`config.mk`:
```
export PLATFORM = sky130hd
export DESIGN_NAME = shift_unit
export DESIGN_NICKNAME = d
export VERILOG_FILES = /design/src/rtl/shift_pkg.sv /design/src/rtl/shift_step.sv /design/src/rtl/shift_unit.sv
export SDC_FILE = /design/constraint.sdc
export NUM_CORES = 1
export LEC_CHECK = 0
export CORE_AREA = 3 3 46 64
export CTS_CLUSTER_SIZE = 10
export DETAILED_ROUTE_END_ITERATION = 10
export DIE_AREA = 0 0 49 67
export GPL_TIMING_DRIVEN = 0
export PLACE_DENSITY = 0.76
export SLEW_MARGIN = 15
export SYNTH_ARGS = -nofsm -noshare
export SYNTH_HDL_FRONTEND = slang
export SYNTH_SLANG_ARGS = --single-unit
```
`constraint.sdc`:
```
create_clock -name clk -period 1.58 [get_ports clk]
set_clock_uncertainty 0.15 [all_clocks]
set_input_delay 0.316 -clock clk [delete_from_list [all_inputs] [get_ports clk]]
set_output_delay 0.316 -clock clk [all_outputs]
set_load 0.02 [all_outputs]
```
`src/rtl/shift_pkg.sv`:
```
// Shared op-code and FSM state encodings for the shift unit and the ALU decoder.
package shift_pkg;

    typedef enum logic [2:0] {
        OP_LSL  = 3'b000,
        OP_LSR  = 3'b001,
        OP_ASR  = 3'b010,
        OP_ROL  = 3'b011,
        OP_ROR  = 3'b100,
        OP_SSL  = 3'b101,
        OP_SSR  = 3'b110,
        OP_PASS = 3'b111
    } op_e;

    typedef enum logic [1:0] {
        ST_IDLE  = 2'd0,
        ST_SHIFT = 2'd1,
        ST_DONE  = 2'd2
    } state_e;

endpackage

```
`src/rtl/shift_step.sv`:
```
// Combinational single-bit shift/rotate step.
// Rotates exist only when SHIFT_UNIT_ROTATE_EN is defined; otherwise ROL/ROR fall back to LSL/LSR.
module shift_step
    import shift_pkg::*;
#(
    parameter int WIDTH = 8
) (
    input  logic [WIDTH-1:0] value_i,
    input  op_e              op_i,
    input  logic             serial_i,
    output logic [WIDTH-1:0] next_o,
    output logic             exit_o
);

    always_comb begin
        next_o = value_i;
        exit_o = 1'b0;
        case (op_i)
`ifdef SHIFT_UNIT_ROTATE_EN
            OP_LSL: begin
`else
            OP_LSL, OP_ROL: begin
`endif
                next_o = {value_i[WIDTH-2:0], 1'b0};
                exit_o = value_i[WIDTH-1];
            end
`ifdef SHIFT_UNIT_ROTATE_EN
            OP_LSR: begin
`else
            OP_LSR, OP_ROR: begin
`endif
                next_o = {1'b0, value_i[WIDTH-1:1]};
                exit_o = value_i[0];
            end
            OP_ASR: begin
                next_o = {value_i[WIDTH-1], value_i[WIDTH-1:1]};
                exit_o = value_i[0];
            end
`ifdef SHIFT_UNIT_ROTATE_EN
            OP_ROL: begin
                next_o = {value_i[WIDTH-2:0], value_i[WIDTH-1]};
                exit_o = value_i[WIDTH-1];
            end
            OP_ROR: begin
                next_o = {value_i[0], value_i[WIDTH-1:1]};
                exit_o = value_i[0];
            end
`endif
            OP_SSL: begin
                next_o = {value_i[WIDTH-2:0], serial_i};
                exit_o = value_i[WIDTH-1];
            end
            OP_SSR: begin
                next_o = {serial_i, value_i[WIDTH-1:1]};
                exit_o = value_i[0];
            end
            default: begin
                next_o = value_i;
                exit_o = 1'b0;
            end
        endcase
    end

endmodule

```
`src/rtl/shift_unit.sv`:
```
// Multi-cycle shift/rotate register: one single-bit step per clock under start/busy/done.
// Optional rotate support via SHIFT_UNIT_ROTATE_EN.
module shift_unit
    import shift_pkg::*;
#(
    parameter int WIDTH = 8,
    parameter int AMT_W = $clog2(WIDTH) + 1
) (
    input  logic             clk,
    input  logic             Reset,
    input  logic             start,
    input  logic [2:0]       op,
    input  logic [AMT_W-1:0] amt,
    input  logic [WIDTH-1:0] din,
    input  logic             serial_in,
    output logic [WIDTH-1:0] dout,
    output logic             carry_out,
    output logic             busy,
    output logic             done
);

    localparam logic [AMT_W-1:0] WIDTH_CNT = AMT_W'(WIDTH);
    localparam logic [AMT_W-1:0] ONE_CNT   = AMT_W'(1);

    state_e             state_q, state_d;
    logic [AMT_W-1:0]   cnt_q, cnt_d;
    op_e                op_q, op_d;
    logic [WIDTH-1:0]   dout_q, dout_d;
    logic               carry_q, carry_d;

    logic [WIDTH-1:0]   step_val;
    logic               step_exit;
    logic [AMT_W-1:0]   start_cnt;

    // PASS forces a zero count; anything beyond WIDTH saturates
    function automatic logic [AMT_W-1:0] eff_count(input logic [2:0] o,
                                                   input logic [AMT_W-1:0] a);
        if (o == OP_PASS) return '0;
        return (a > WIDTH_CNT) ? WIDTH_CNT : a;
    endfunction

    assign start_cnt = eff_count(op, amt);

    shift_step #(
        .WIDTH (WIDTH)
    ) u_step (
        .value_i  (dout_q),
        .op_i     (op_q),
        .serial_i (serial_in),
        .next_o   (step_val),
        .exit_o   (step_exit)
    );

    always_ff @(posedge clk) begin
        if (Reset) begin
            state_q <= ST_IDLE;
            cnt_q   <= '0;
            op_q    <= OP_LSL;
            dout_q  <= '0;
            carry_q <= 1'b0;
        end else begin
            state_q <= state_d;
            cnt_q   <= cnt_d;
            op_q    <= op_d;
            dout_q  <= dout_d;
            carry_q <= carry_d;
        end
    end

    always_comb begin
        state_d = state_q;
        case (state_q)
            ST_IDLE:  if (start) state_d = (start_cnt != '0) ? ST_SHIFT : ST_DONE;
            ST_SHIFT: if (cnt_q == ONE_CNT) state_d = ST_DONE;
            ST_DONE:  state_d = ST_IDLE;
            default:  state_d = ST_IDLE;
        endcase
    end

    always_comb begin
        cnt_d   = cnt_q;
        op_d    = op_q;
        dout_d  = dout_q;
        carry_d = carry_q;
        case (state_q)
            ST_IDLE: begin
                if (start) begin
                    cnt_d   = start_cnt;
                    op_d    = op_e'(op);
                    dout_d  = din;
                    carry_d = 1'b0;
                end
            end
            ST_SHIFT: begin
                cnt_d   = cnt_q - ONE_CNT;
                dout_d  = step_val;
                carry_d = step_exit;
            end
            default: ;
        endcase
    end

    always_comb begin
        busy      = (state_q != ST_IDLE);
        done      = (state_q == ST_DONE);
        dout      = dout_q;
        carry_out = carry_q;
    end

endmodule
```
## Word level (Yosys, flattened, before mapping)

Index checks and enable logic that the tools add are counted.

| word-level totals | value |
|---|---|
| register bits after elaboration | 18 |
| logic and storage cells | 53 |
| output and inout port bits | 11 |

| operators by class | value |
|---|---|
| add/sub/neg operators | 1 |
| reduce and logical (&&, ||, !) cells | 14 |
| order comparisons | 1 |
| multiplexer cells | 16 |
| equality and inequality tests | 15 |

Operator list:

| kind | count |
|---|---|
| case mux 8 bit (5 select lines) | 1 |
| two-way mux 4 bit | 4 |
| case mux 8 bit (2 select lines) | 1 |
| == test 3 bit, second input constant | 4 |
| two-way mux 8 bit | 1 |
| case mux 4 bit (2 select lines) | 1 |
| == test 3 x 2 -> 1 bit, second input constant | 2 |
| two-way mux 2 bit | 3 |
| inequality test 2 bit, second input constant | 3 |
| inequality test 6 x 1 -> 1 bit, second input constant | 1 |
| AND reduction 2 bit | 3 |
| inequality test 5 x 1 -> 1 bit, second input constant | 1 |
| == test 4 x 1 -> 1 bit, second input constant | 1 |
| greater-than comparator 4 bit, second input constant | 1 |
| case mux 1 bit (2 select lines) | 2 |
| case mux 2 bit (2 select lines) | 1 |
| AND reduction 4 bit | 1 |
| nonzero test 2 bit | 2 |
| nonzero test 4 bit | 1 |
| OR reduction 2 bit | 2 |
| OR reduction 4 bit | 1 |
| subtractor 4 x 1 -> 4 bit, second input constant | 1 |
| == test 3 x 1 -> 1 bit, second input constant | 1 |
| zero test 3 bit | 1 |
| 6 further kinds | 7 |

## Depth between registers and ports, before layout

Gate-level depths: netlist (run 1).

| logic depth | value |
|---|---|
| word-level depth | 7 |
| gate-level depth with buffers | 5 |

## Modules after synthesis

From an unflattened synthesis (run 1), not the netlist that was laid out.

| second synthesis, totals | value |
|---|---|
| cell total of the unflattened synthesis | 166 |
| area total of the unflattened synthesis | 1370.1 µm² |

By module, submodules not included:

| module | area each (µm²) | instances | sequential area each (µm²) | cells each |
|---|---|---|---|---|
| shift_unit | 894.6 | 1 | 360.3 | 106 |
| shift_step | 475.5 | 1 | 0.0 | 60 |

## Worst setup path after synthesis (run 1)

Ideal clock, no wire load.

| timing path | value |
|---|---|
| kind | register to register |
| start point | reg op_q[0] |
| end point | reg dout_q[0], in the netlist dout[0] |
| cell stages (with the launch flop) | 6 |
| arrival | 1.097 ns |
| slack | 0.207 ns |
| library setup time | 0.126 ns |
| required time | 1.304 ns |
| path through | dfxtp_1 buf_6 inv_1 a22o_1 a221oi_2 o31ai_1 |

| between the ends | value |
|---|---|
| longest elaborated chain between the ends | 4 |
| elaborated cells between the ends (all ways) | 13 |
| classes of those cells | eq/ne: 7; mux: 2; reduce/logical: 4 |

Ends and longest elaborated chain:

| item | line | source |
|---|---|---|
| start: declaration | shift_unit.sv:27 | `op_e op_q, op_d;` |
| start signal: assignment | shift_unit.sv:64 | `op_q <= op_d;` |
| == test 3 x 1 -> 1 bit, or another cell as far along | shift_step.sv:18 | `case (op_i)` |
| OR reduction 2 bit | n/a |  |
| case mux 8 bit (5 select lines) / inequality test 6 x 1 -> 1 bit (equally long branches) | n/a |  |
| case mux 8 bit (2 select lines) / AND reduction 3 bit (equally long branches) | n/a |  |
| end signal: assignment | shift_unit.sv:65 | `dout_q <= dout_d;` |
| end: declaration | shift_unit.sv:28 | `logic [WIDTH-1:0] dout_q, dout_d;` |

Parallel ways exist; a longest one is shown, timed or not.
A chain may end at the register's enable or synchronous reset.

## Worst setup path after layout (run 1)

| timing path | value |
|---|---|
| start point | reg state_q[0] |
| end point | out busy |

| between the ends | value |
|---|---|
| longest elaborated chain between the ends | 1 |

Ends and longest elaborated chain:

| item | line | source |
|---|---|---|
| start: declaration | shift_unit.sv:25 | `state_e state_q, state_d;` |
| start signal: assignment | shift_unit.sv:62 | `state_q <= state_d;` |
| nonzero test 2 bit | shift_unit.sv:104 | `busy = (state_q != ST_IDLE);` |
| end: declaration | shift_unit.sv:18 | `output logic busy,` |

Every way passes these cells.

==> results of run 1 <==
## cells in the mapped netlist (4+ instances only)
cell type,number
a21oi_1,11
buf_6,4
dfxtp_1,18
inv_1,5
mux2i_1,6
nand2_1,18
nand3_1,4
nand4_1,4
nor2_1,5
o21ai_0,6
o21ai_1,4
o221ai_1,6
## how the worst max path moves through the flow
stage / end / from / cells past startpoint / slack (ns)
2_1_floorplan: dout[0] / op_q[0] / 5 / 0.21
3_3_place_gp: dout[6] / start / 5 / -0.32
3_5_place_dp: dout[6] / start / 5 / -0.36
4_1_cts: busy / state_q[0] / 3 / -0.09
5_1_grt: busy / state_q[0] / 3 / -0.02
6_report: busy / state_q[0] / 3 / 0.01
## power by group through the flow
stage | clock [mW] | combinational, mW | sequential (mW)
6_report | 0.226 | 0.755 | 0.599
5_1_grt | 0.254 | 0.816 | 0.607
4_1_cts | 0.231 | 0.684 | 0.598
3_5_place_dp | 0 | 0.708 | 0.609
3_3_place_gp | 0 | 0.691 | 0.606
2_1_floorplan | 0 | 0.450 | 0.630
## layer usage
layer	vias up	global-route usage (%)	share of wire, %
met1	555	18.9	40
met4	0	7.12	1.7
met3	9	3.80	5.3
met2	42	39.6	53
met5	-	0	0
li1	571	-	-
## per-stage QoR
step	cell area [sq um]	setup WS, ns	util (%)
floorplan	1150	0.207	-
global placement	1470	-0.320	60.2
detailed placement	1470	-0.365	60.2
CTS	1480	-0.0914	60.7
global route	1570	-0.0173	64.1
finish	1570	0.0138	64.1
## area by class of cell
class / instances / share of cell area (%)
Multi-Input combinational cell: 101 / 45.7
Sequential cell: 18 / 23.3
Timing Repair Buffer: 36 / 21.3
Buffer: 8 / 4.32
Tap cell: 34 / 2.72
Clock buffer: 3 / 1.44
Inverter: 5 / 1.20
## flip-flops by register name (all words and copies together), names as in the netlist
register / cells
cnt_q: 4
op_q: 3
carry_out: 1
state_q: 2
dout: 8
## critical path, stage by stage, from the launching register on
cell,delay (ns)
dfxtp_2,0.34
buf_6,0.12
or2_4,0.22
buf_6,0.13
## cell families after synthesis
kind of cell	Yosys count	synth area share, %
AO/OA/AOI/OAI	45	29.6
AND/OR/NAND/NOR	45	20.2
flip-flops	18	31.4
buffers and inverters	13	7.52
multiplexers	6	5.23
XOR/XNOR	3	3.93
adder cells (fa/ha/maj)	2	2.18
## repair_timing
item	4_1_cts	5_1_grt
setup endpoints to repair	18	10
pin swaps	2	3
setup buffers	1	7
gates resized for setup	20	11
==> impl_metrics.ini, run 1 <==
[placement]
gp_congestion = 0.865
placedCellCount = 194
place_hpwl_um = 2300
port_buffers = 28

[timing]
fin_hold_ws_ns = 0.219
worstMarginPinSlew_ns = 0.334
max_slew_margin_pct = 77.7
slew_viol_final = 0
fin_crit_sh_pct = 99.1
tns_ns = 0
fin_crit_ns = 1.57
fmax_mhz = 638
hold_violations = 0
setup_violations = 0
rsz0062_at_grt = true

[routing]
first_pass_iters = 4
ant_nets = 0
drt_wl_total_um = 3070
drc = 0
wl_per_cell_um = 15.0
first_iter_violations = 27
vias = 1177
vias_per_cell = 5.74

[synth]
syn_nets = 153
synth_edf_count = 0
async_flop_share_pct = 0
synthFlopType = dfxtp_1
seq_area_frac_synth_pct = 31.4
synth_area_sq_mm = 0.00115
yosysTopAreaCellShare_pct = 31.4
yosys_warnings = 0
syn_inst = 132
ys_ff_latch = 18
netlist_top_cells_area = dfxtp_1 (31%), nand2_1 (5.9%), mux2i_1 (5.2%)
post_synth.cell_area_avg_sq_um = 8.69
synth.distinct_cells = 42
synth_top_cell_by_area = dfxtp_1

[die]
start_util_pct = 47.0
ios = 30
die_h_um = 67
core_sq_mm = 0.00244
dieArea_sq_mm = 0.00328
die_x_um = 49
rows = 21

[worst_setup_path]
reg2reg_slack_ns = 0.08
worstSetupPathType = flip-flop to output pin
cp_max_fo = 4
worstPathArrival_ns = 1.10
cp-end-kind = output pin
cp-start-kind = flip-flop
rr_worst_depth = 5
required_ns = 1.11
r2r-start = state_q[0]
r2r-end = carry_out

[layout]
drive_above_1_share_pct = 21.6
mostFrequentLayoutCell = nand2_1
regArea_sq_um = 364
syn_to_final_growth_pct = 36.4
finalNetCount = 194
multi_input_area_sq_um = 716
finalNonFillerCells = 205
final_cell_mix = nand2_1 (18), clkdlybuf4s50_1 (16), dfxtp_1 (15)
n_antenna_cell = 0
fillers = 226

[cts]
insertion_delay_ns = 0.29
h-tree-depth = 1
cts_hold_buf = 0
clock-sinks = 18
cts-root-buf = clkbuf_4
path_clk_slew_ns = 0.10
ctsLongestPathBuffers = 2
tritoncts = yes
cts_inserted_buffers = 3

[pwr]
p_int_mw = 0.979
powerDensity_mw_per_mm2 = 1010
peakVddDrop_mv = 0.587
power_frac_clock_pct = 14.3
power_frac_comb_pct = 47.8
p_leak_nw = 0.642
seqPwrFrac_pct = 37.9
netSwitchingPower_mw = 0.601
finalPower_mw = 1.58
sw_frac_of_total_pct = 38.1

[worst_hold_path]
hold_depth = 2
min_from = Reset
min_path_type = input port to flip-flop
min_to = op_q[1]

[global_routing]
grt_pass1_wl_um = 5090
grt_max_degree = 11
grtUsageTotal_pct = 19.4
grt_pass1_vias = 1201
overflow = 0
antenna_found_initial = 0

[run]
maxCapViolCount = 0

[run_status]
status = finished, final reports clean
No activity file was read; power rests on OpenSTA's default activity.
==> inputs of run 2 (changes only) <==
--- a/config.mk
+++ b/config.mk
@@ -5,10 +5,11 @@
 export SDC_FILE = /design/constraint.sdc
 export NUM_CORES = 1
 export LEC_CHECK = 0
-export CORE_AREA = 3 3 46 64
+export CORE_AREA = 10 10 53 71
+export CTS_CLUSTER_DIAMETER = 80
 export CTS_CLUSTER_SIZE = 10
 export DETAILED_ROUTE_END_ITERATION = 10
-export DIE_AREA = 0 0 49 67
+export DIE_AREA = 0 0 63 81
 export GPL_TIMING_DRIVEN = 0
 export PLACE_DENSITY = 0.76
 export SLEW_MARGIN = 15
==> run 2 against run 1 <==
- the run now ends with setup timing left
- combinational power decreased by 0.7%
- setup slack got worse by 0.045 ns
- via count is 0.76% higher
- non-clock buffer count fell by 1
- fmax shrank 2.8%
- flip-flop and latch count stayed put
- final cell count grew 0.98%
- total power increased by 4.1%
- sequential share of layout area is 0.072 points higher
- first-iteration DRC count increased by 85%
- clock power up 30%
- worst hold slack improved by 0.0034 ns
==> impl_metrics.ini, run 2 (same netlist as run 1, synthesis figures left out) <==
[run_status]
status = finished with violations
violations = setup timing

[routing]
drt_wl_total_um = 3310
vias_per_cell = 5.73
drc = 0
first_pass_iters = 4
first_iter_violations = 50
ant_nets = 0
wl_per_cell_um = 16.0
vias = 1186

[placement]
port_buffers = 28
post-place-ws_ns = -0.355
gp_congestion = 0.960
place_hpwl_um = 2490

[layout]
largest_reg_flops = 8
syn_to_final_growth_pct = 37.4
drive_above_1_share_pct = 23.4
multi_input_area_sq_um = 721
mostFrequentLayoutCell = nand2_1
utilization_pct = 61.6
fillers = 247
finalNetCount = 193
regArea_sq_um = 368
final_cell_mix = nand2_1 (18), clkdlybuf4s50_1 (16), dfxtp_1 (14)
n_antenna_cell = 0

[global_routing]
met3_usage_pct = 3.17
antenna_found_initial = 0
met2_usage_pct = 23.0
grt_pass1_vias = 1153
grt_max_degree = 11
use_met1_pct = 14.1
overflow = 0
grtUsageTotal_pct = 12.9
grt_pass1_wl_um = 5400
top_usage_layer = met2

[worst_setup_path]
r2r-end = dout[6]
r2r-start = state_q[0]
worstPathArrival_ns = 1.14
reg2reg_slack_ns = 0.06
cp_max_fo = 6
required_ns = 1.11
rr_worst_depth = 6
worstSetupPathType = flip-flop to output pin
cp-end-kind = output pin
cp-start-kind = flip-flop

[worst_hold_path]
min_from = Reset
hold_depth = 2
min_to = op_q[2]
min_path_type = input port to flip-flop

[cts]
clock-sinks = 18
path_clk_slew_ns = 0.11
ctsLongestPathBuffers = 2
cts-root-buf = clkbuf_4
tritoncts = yes
insertion_delay_ns = 0.30
cts_inserted_buffers = 3
h-tree-depth = 1

[die]
core_sq_mm = 0.00256
start_util_pct = 44.8
dieArea_sq_mm = 0.00510
rows = 22
ios = 30
die_h_um = 81
die_x_um = 63

[timing]
setup_violations = 1
tns_ns = -0.0309
slew_viol_final = 0
worstMarginPinSlew_ns = 0.362
fin_crit_sh_pct = 102
hold_violations = 0
fin_crit_ns = 1.61
rsz0062_at_grt = true
fmax_mhz = 621
layout_setup_ws_ns = -0.0309
max_slew_margin_pct = 75.8
fin_hold_ws_ns = 0.222

[pwr]
powerDensity_mw_per_mm2 = 1040
p_leak_nw = 0.642
finalPower_mw = 1.65
peakVddDrop_mv = 0.645

[run]
maxCapViolCount = 0
==> run 2: cell count changes in the layout (fill, tap and decap cells not counted), sizes merged <==
cell           delta
clkinvlp          +1
clkbuf            +2
inv               -1
buf               -1
clkdlybuf4s15     -1
==> run 2: per-stage QoR <==
stage	area [sq um]	cells
after floorplan	1150	132
after global placement	1470	196
after detailed placement	1470	196
after CTS	1500	201
after global routing	1580	207
final	1580	207
==> run 2: layout make-up <==
cell class | count | share of cell area [%]
sequential | 18 | 23.3
tap | 36 | 2.86
timing repair buffer | 35 | 19.8
clock buffer | 4 | 2.30
buffer | 8 | 4.52
multi-input combinational | 101 | 45.7
inverter | 5 | 1.43
==> run 2: power breakdown <==
part	switching, mW	total (mW)	internal [mW]
Clock	0.153	0.294	0.141
Sequential	0.0749	0.602	0.527
Combinational	0.393	0.750	0.357
==> run 2: worst max path at each step <==
stage	from	endpoint	slack, ns	cells past startpoint
floorplan	op_q[0]	dout[0]	0.21	5
global placement	start	dout[2]	-0.32	5
detailed placement	start	dout[2]	-0.35	5
CTS	state_q[0]	busy	-0.11	3
global route	state_q[0]	busy	-0.07	3
finish	state_q[0]	busy	-0.03	3
==> run 2: critical path, cell delays in order (launching register included) <==
cell	delay, ns
dfxtp_4	0.37
buf_8	0.12
or2_4	0.22
buf_6	0.13
==> run 2: what timing repair did <==
item,CTS,global route
pin swaps,0,5
endpoints found under the setup margin,17,8
cloned,0,0
hold buffers,0,0
setup buffers,1,6
resized for setup,20,18
==> run 2: layer usage <==
metal / share of wire, % / vias up / routed length (um)
met5: 0 / - / 0
met4: 1.8 / 0 / 58
met3: 5.5 / 7 / 181
met2: 50 / 49 / 1650
met1: 43 / 559 / 1420
li1: - / 571 / -
==> inputs of run 3 (changes only) <==
--- a/config.mk
+++ b/config.mk
@@ -12,6 +12,7 @@
 export DIE_AREA = 0 0 63 81
 export GPL_TIMING_DRIVEN = 0
 export PLACE_DENSITY = 0.76
+export SKIP_CTS_REPAIR_TIMING = 1
 export SLEW_MARGIN = 15
 export SYNTH_ARGS = -nofsm -noshare
 export SYNTH_HDL_FRONTEND = slang
==> run 3 against run 2 <==
- the run still ends with setup timing left
- setup slack worse by 0.068 ns
- design area unchanged
- clock power about the same
- global-route usage down 0.057 points
- total power down 1.5%
- critical path type unchanged
- critical endpoint unchanged
- via count up 0.51%
- final cell count down 1.4%
- sequential power about the same
- first-iteration DRC count down 10%
- largest power group unchanged
- largest cell class unchanged
- die area unchanged
- worst hold slack better by 0.0037 ns
==> impl_metrics.ini, run 3 (same netlist as run 1, synthesis figures left out) <==
[timing]
layout_setup_ws_ns = -0.0986
worstMarginPinSlew_ns = 0.323
fin_crit_ns = 1.68
rsz0062_at_grt = true
max_slew_margin_pct = 78.4
setup_violations = 1
slew_viol_final = 0
fin_crit_sh_pct = 106
fin_hold_ws_ns = 0.226
hold_violations = 0
fmax_mhz = 596

[routing]
wl_per_cell_um = 16.5
drt_wl_total_um = 3360
vias = 1192
vias_per_cell = 5.84
drc = 0
ant_nets = 0
first_iter_violations = 45
first_pass_iters = 4

[worst_setup_path]
critPathMaxStageDelay_ns = 0.35
worstPathArrival_ns = 1.21
required_ns = 1.11
reg2reg_slack_ns = 0.05
cp-end-kind = output pin
crit_slowest_cell = dfxtp_2
rr_worst_depth = 5
cp-start-kind = flip-flop
worstSetupPathType = flip-flop to output pin
critPathTopFamily = flip-flops
worst-path-stages = 3
cp_max_fo = 10
crit_chain = buf_6 > or2_2 > buf_2
cp.buffers_inverters = 2

[placement]
post_dp_cell_area_sq_mm = 0.00147
gp_congestion = 0.960
port_buffers = 28
place_hpwl_um = 2490
placedCellCount = 196

[cts]
tritoncts = yes
h-tree-depth = 1
path_clk_slew_ns = 0.11
insertion_delay_ns = 0.30
cts-root-buf = clkbuf_4
clock-sinks = 18
ctsLongestPathBuffers = 2
cts_inserted_buffers = 3

[global_routing]
grt_max_degree = 11
grtUsageTotal_pct = 12.8
overflow = 0
met2_usage_pct = 23.0
top_usage_layer = met2
met3_usage_pct = 3.17
use_met1_pct = 13.9
grt_pass1_wl_um = 5380
antenna_found_initial = 0
grt_pass1_vias = 1153

[worst_hold_path]
hold_depth = 2
min_path_type = input port to flip-flop

[layout]
syn_to_final_growth_pct = 37.4
utilization_pct = 61.6
finalNonFillerCells = 204
mostFrequentLayoutCell = nand2_1
final_cell_area_sq_mm = 0.00158
finalNetCount = 190
drive_above_1_share_pct = 19.6
fillers = 250
n_antenna_cell = 0
largest_reg_flops = 8
final_cell_mix = nand2_1 (18), clkdlybuf4s50_1 (16), dfxtp_1 (15)

[die]
core_sq_mm = 0.00256
rows = 22
die_x_um = 63
start_util_pct = 44.8
dieArea_sq_mm = 0.00510
ios = 30
die_h_um = 81

[pwr]
seqPwrFrac_pct = 37.0
p_leak_nw = 0.739
powerDensity_mw_per_mm2 = 1030
peakVddDrop_mv = 0.618
sw_frac_of_total_pct = 37.7
power_frac_comb_pct = 45.0
netSwitchingPower_mw = 0.612
power_frac_clock_pct = 18.0
finalPower_mw = 1.62
p_int_mw = 1.01

[run_status]
status = finished with violations
violations = setup timing

[run]
maxCapViolCount = 0
==> run 3: per-stage QoR <==
stage	setup TNS, ns	setup WS [ns]
detailed placement	-3.92	-0.355
CTS	-3.30	-0.518
global placement	-3.68	-0.316
global route	-0.209	-0.156
finish	-0.0986	-0.0986
floorplan	0	0.207
==> run 3: cell type report <==
cell class	instances	area, sq um	share of cell area [%]
Multi-Input combinational cell	101	713	45.2
Sequential cell	18	364	23.1
Timing Repair Buffer	32	328	20.8
Buffer	8	67.6	4.29
Tap cell	36	45.0	2.86
Clock buffer	4	36.3	2.30
Inverter	5	22.5	1.43
==> run 3: metal layers <==
| metal | wire (um) | part of all wire (%) |
|---|---|---|
| met1 | 1390 | 41 |
| met5 | 0 | 0 |
| met3 | 204 | 6.1 |
| met2 | 1760 | 52 |
| met4 | 10 | 0.30 |
==> run 3: path summary, 6_finish.rpt <==
kind                                  from       end
worst min-delay path                 Reset   op_q[2]
worst min register to register    cnt_q[3]  cnt_q[3]
worst max register to register     op_q[0]   dout[0]
worst max-delay path            state_q[0]      busy
==> run 3: power groups by stage <==
| stage | sequential, mW | clock [mW] | combinational [mW] |
|---|---|---|---|
| global placement | 0.606 | 0 | 0.696 |
| finish | 0.600 | 0.291 | 0.730 |
| floorplan | 0.630 | 0 | 0.450 |
| CTS | 0.598 | 0.295 | 0.716 |
| global route | 0.610 | 0.320 | 0.799 |
| detailed placement | 0.609 | 0 | 0.712 |
==> run 3: worst reg2reg max path: stages (launching register included) <==
cell	delay, ns
dfxtp_2	0.34
buf_6	0.15
clkinvlp_4	0.14
a22o_1	0.25
a221oi_2	0.27
o31ai_1	0.12
